[src/rtl/stream_rr_arb.sv]
// stream_rr_arb: N-input round-robin stream arbiter with packet locking.
// A winner is chosen round-robin while idle. The grant stays with that
// requester until its last beat, and gaps inside a packet keep the grant.
// The output stage is a single register slice that can drain and load in
// the same cycle, so it sustains one beat per cycle.
module stream_rr_arb #(
  parameter int N  = 4,
  parameter int DW = 32
) (
  input  logic                 clk_i,
  input  logic                 rst_ni,
  input  logic [N*DW-1:0]      in_data_i,
  input  logic [N-1:0]         in_valid_i,
  input  logic [N-1:0]         in_last_i,
  output logic [N-1:0]         in_ready_o,
  output logic [DW-1:0]        out_data_o,
  output logic                 out_valid_o,
  output logic                 out_last_o,
  output logic [$clog2(N)-1:0] out_src_o,
  input  logic                 out_ready_i
);

  localparam int SW = $clog2(N);

  typedef enum logic [0:0] {
    IDLE   = 1'b0,
    LOCKED = 1'b1
  } state_e;

  state_e          state_q, state_d;
  logic [SW-1:0]   ptr_q, ptr_d;
  logic [SW-1:0]   owner_q, owner_d;
  logic [DW-1:0]   out_data_q, out_data_d;
  logic            out_last_q, out_last_d;
  logic            out_valid_q, out_valid_d;
  logic [SW-1:0]   out_src_q, out_src_d;

  logic [DW-1:0]   lane_data_s [N];
  logic            win_found_s;
  logic [SW-1:0]   win_idx_s;
  logic            free_s;
  logic [N-1:0]    ready_s;
  logic [SW-1:0]   sel_s;
  logic            sel_last_s;
  logic            accept_s;

  // Split the flat data bus into one lane per requester.
  always_comb begin
    for (int i = 0; i < N; i++) begin
      lane_data_s[i] = in_data_i[i*DW +: DW];
    end
  end

  // Round-robin search: first valid requester starting at ptr, wrapping mod N.
  always_comb begin
    logic [SW:0] raw;
    logic [SW:0] cand;
    logic        hit;
    win_found_s = 1'b0;
    win_idx_s   = '0;
    raw         = '0;
    cand        = '0;
    hit         = 1'b0;
    for (int k = 0; k < N; k++) begin
      raw         = {1'b0, ptr_q} + (SW+1)'(k);
      cand        = (raw >= (SW+1)'(N)) ? (raw - (SW+1)'(N)) : raw;
      hit         = ~win_found_s & in_valid_i[cand[SW-1:0]];
      win_idx_s   = hit ? cand[SW-1:0] : win_idx_s;
      win_found_s = win_found_s | hit;
    end
  end

  // Grant selection: the round-robin winner when idle, the lock owner when locked.
  always_comb begin
    free_s  = ~out_valid_q | out_ready_i;
    ready_s = '0;
    sel_s   = '0;
    case (state_q)
      IDLE: begin
        sel_s = win_idx_s;
        if (win_found_s && free_s) begin
          ready_s[win_idx_s] = 1'b1;
        end else begin
          ready_s = '0;
        end
      end
      LOCKED: begin
        sel_s            = owner_q;
        ready_s[owner_q] = free_s;
      end
      default: begin
        sel_s   = '0;
        ready_s = '0;
      end
    endcase
    accept_s   = |(in_valid_i & ready_s);
    sel_last_s = in_last_i[sel_s];
  end

  // Ready drops as soon as reset asserts, without waiting for a clock edge.
  assign in_ready_o = rst_ni ? ready_s : '0;

  // Next state for the arbitration FSM and the output register slice.
  always_comb begin
    state_d     = state_q;
    ptr_d       = ptr_q;
    owner_d     = owner_q;
    out_data_d  = out_data_q;
    out_last_d  = out_last_q;
    out_src_d   = out_src_q;
    out_valid_d = out_valid_q;
    if (accept_s) begin
      out_data_d  = lane_data_s[sel_s];
      out_last_d  = sel_last_s;
      out_src_d   = sel_s;
      out_valid_d = 1'b1;
      if (sel_last_s) begin
        state_d = IDLE;
        ptr_d   = (sel_s == SW'(N-1)) ? '0 : (sel_s + SW'(1));
      end else begin
        state_d = LOCKED;
        owner_d = sel_s;
      end
    end else if (out_ready_i) begin
      out_valid_d = 1'b0;
    end else begin
      out_valid_d = out_valid_q;
    end
  end

  // State and output registers with asynchronous active-low reset.
  always_ff @(posedge clk_i or negedge rst_ni) begin
    if (!rst_ni) begin
      state_q     <= IDLE;
      ptr_q       <= '0;
      owner_q     <= '0;
      out_data_q  <= '0;
      out_last_q  <= 1'b0;
      out_src_q   <= '0;
      out_valid_q <= 1'b0;
    end else begin
      state_q     <= state_d;
      ptr_q       <= ptr_d;
      owner_q     <= owner_d;
      out_data_q  <= out_data_d;
      out_last_q  <= out_last_d;
      out_src_q   <= out_src_d;
      out_valid_q <= out_valid_d;
    end
  end

  assign out_data_o  = out_data_q;
  assign out_last_o  = out_last_q;
  assign out_src_o   = out_src_q;
  assign out_valid_o = out_valid_q;

endmodule

[config.mk]
export PLATFORM = sky130hd
export DESIGN_NAME = stream_rr_arb
export DESIGN_NICKNAME = d
export VERILOG_FILES = /design/src/rtl/stream_rr_arb.sv
export SDC_FILE = /design/constraint.sdc
export NUM_CORES = 1
export LEC_CHECK = 0
export ABC_AREA = 1
export CORE_MARGIN = 5
export CORE_UTILIZATION = 41
export DETAILED_ROUTE_END_ITERATION = 8
export PLACE_DENSITY = 0.87
export SYNTH_ARGS = -nofsm -noshare
export SYNTH_HDL_FRONTEND = slang
export SYNTH_SLANG_ARGS = --single-unit
[constraint.sdc]
create_clock -name clk_i -period 3 [get_ports clk_i]
set_input_delay 0.45 -clock clk_i [delete_from_list [all_inputs] [get_ports clk_i]]
set_output_delay 0.45 -clock clk_i [all_outputs]
set_load 0.005 [all_outputs]
==> results.ini <==
[run_status]
outcome=finished, final reports clean

[logic_synthesis]
syn_area_per_cell_um2=6.464
syn_area_um2=2999
synthXorXnorAreaFrac_pct=0.2920
yosysWarnings=0
ys_seq_area_share_pct=34.21
synth_top_family_by_area=simple AND/OR/NAND/NOR gates
synth.distinct_cells=29
synth_mux_area_share_pct=0
yosys.area_share.simple_pct=37.34
synth_compound_area_share_pct=19.48
synthAdderAreaFrac_pct=0
synthesis.nets=603
ys_ff_latch=41
synthCells=464

[finish]
layout_common_cells=clkdlybuf4s50_1, nand2_1, nor2_1, o21ai_0, dfrtp_1
regArea_um2=1028
multi_input_area_um2=1772
layout.nets=779
drive_above_1_share_pct=10.30
layout-area-overhead-vs-synth_pct=68.25
nFillCells=609
final_common_cell=clkdlybuf4s50_1
n_antenna_cell=0

[timing]
drv_slew=0
fin_skew_ns=0.009730
clock.fmax_mhz=355.0
worstMarginPinSlew_ns=0.5230
final.min_clock_period_ns=2.817
hold_viol_final=0
fin_crit_sh_pct=93.91
setup_violations=0
relSlewSlack_pct=65.13
fin_hold_ws_ns=0.2844
fin_tns_setup_ns=0

[critical_path]
crit_family=simple AND/OR/NAND/NOR gates
critPathMaxFanout=6
crit_arrival_ns=2.37
rrSetupSlack_ns=0.54
crit_path_max_incr_delay_ns=0.50
cp.required_ns=2.55
cp_slowest_cell=clkdlybuf4s50_1
criticalPathCategory=flip-flop to output port
path_cells=buf_4, nand2_1, nand2_1, nand2_2, nand2_2, nor2_4, nand3_1, nand2_2, nand2_2, nor2_2, nand2_1, a21oi_2, clkdlybuf4s50_1
crit_top_cell=nand2_2
critPathBufInv=2
worstSetupEndpointType=output port
startpoint_type=flip-flop

[floorplanning]
dieHeight_um=95.53
core_area_um2=7176
fp-row-count=31
initial_core_util_pct=41.80
num_io_pins=179
chipWidth_um=95.53
dieArea_um2=9125

[drt]
drtIter0Drc=145
vias=3831
firstDrtPassIters=6
routed_wl_um=11480
postRouteAntennaNets=0
drc=0
wl_per_cell_um=15.52
via_per_inst=5.177

[pwr]
peakVddDrop_v=0.0009300
power_density_nw_per_um2=1217
total_power_mw=6.143
leakagePower_nw=2.361

[grt]
grt.total_usage_pct=24.47
grt_max_degree=50
grt_pass1_vias=3921
overflow=0
grt_pass1_wl_um=17810
antenna_found_initial=0

[clock_network]
clk_pin_slew_ns=0.09
cts.sinks=41
cts_tree=done
clk_path_buf_depth=2
cts_buffers=5
cts_htree_levels=2
clkLatencyLatePin_ns=0.29
root_buffer=clkbuf_8

[min_path]
hold_path_class=primary input to asynchronous set/reset pin

[run]
maxCapViolCount=0

[placement]
dp_hpwl_um=8509
gp_congestion=0.7999
port_buffers=178

[worst reg2reg max path, stage by stage (launching register included)]
cell and delay, ns:
dfrtp_2 0.44, buf_4 0.17, nand2_1 0.05, nand2_1 0.10, nand2_1 0.07, nand2_2 0.09
nand4_1 0.15, buf_4 0.17, nand4_1 0.14, inv_1 0.06, nand2_1 0.10, nand2_1 0.06
nand2_1 0.10, nand2_4 0.10, nor2_8 0.26, buf_12 0.20, nand2_1 0.07, nand2_1 0.06
[layout make-up]
type	count	area share, %
Timing Repair Buffer	196	38.58
Clock buffer	6	1.438
Multi-Input combinational cell	372	35.11
Sequential cell	41	20.38
Inverter	24	1.835
Tap cell	99	2.455
Clock inverter	2	0.1984
[metal layers]
metal	track usage, %	up-vias	share of wire (%)
li1	-	1869	-
met3	7.656	39	8.8
met5	0	-	0
met4	8.768	0	2.9
met1	27.66	1742	38
met2	43.08	181	50
[report_power, final]
part           leakage [nW]  internal (mW)  total [mW]  switching, mW
sequential            0.504          0.868        1.04          0.169
clock                0.0450          0.162       0.354          0.193
combinational          1.81           1.92        4.75           2.83
total                  2.36           2.95        6.14           3.19
[kinds of logic (layout without fill, tap and decap cells)]
family | count (synthesis) | in the layout
flip-flops | 41 | 41
buffers and inverters | 51 | 228
XOR/XNOR | 1 | 1
AND/OR/NAND/NOR | 264 | 264
AO/OA/AOI/OAI | 107 | 107
[flip-flops by register name (all words and copies together), names as in the netlist]
signal       count
state_q          1
out_src_o        2
out_valid_o      1
owner_q          2
ptr_q            2
out_data_o      32
out_last_o       1
[final timing paths]
kind                               start              to  cells past startpoint
min reg2reg                out_data_o[4]   out_data_o[4]                      2
min in group clk_i         out_data_o[4]   out_data_o[4]                      2
max                             ptr_q[0]   in_ready_o[3]                     13
min                               rst_ni   out_data_o[7]                      2
max in group asynchronous         rst_ni        ptr_q[0]                      2
max reg2reg                     ptr_q[0]  out_data_o[17]                     17
[metrics by stage]
stage	setup WS, ns	instances	utilization, %	area, um2
after detailed placement	-0.1141	725	67.41	4837
after floorplan	1.016	464	-	2999
after CTS	0.01730	733	68.84	4940
final	0.1827	740	70.32	5046
after global placement	0.02316	725	67.41	4837
after global routing	-0.007817	740	70.32	5046
[synth_stat cells]
cell      number  area share (%)
nand2_8        1            0.67
nand3_1       16             2.7
o21ai_1       19             3.2
o22ai_1       31             6.5
a21oi_1        4            0.67
nand4_1        2            0.42
o21ai_2        1            0.29
and2_1         1            0.21
buf_2         13             2.2
nor2_2         1            0.21
or3_1          1            0.21
o21bai_2       1            0.38
buf_6          5             1.9
o21ai_0       51             8.5
nor2_4         1            0.38
buf_4          4             1.0
inv_1         18             2.3
inv_2          6            0.75
nor2_8         1            0.67
nor3_1         1            0.17
xor2_1         1            0.29
nor4_1         1            0.21
nand2_2       10             2.1
clkbuf_1       5            0.63
nand3_2        2            0.67
nand2_1      154              19
dfrtp_1       41              34
nand2_4        2            0.75
nor2_1        70             8.8
[timing repair]
action,CTS,global route
pin swaps,1,4
buffers inserted,0,7
hold buffers,0,0
gates resized for setup,9,19
setup endpoints to repair,3,4
Power figures use the tool's default switching activity.
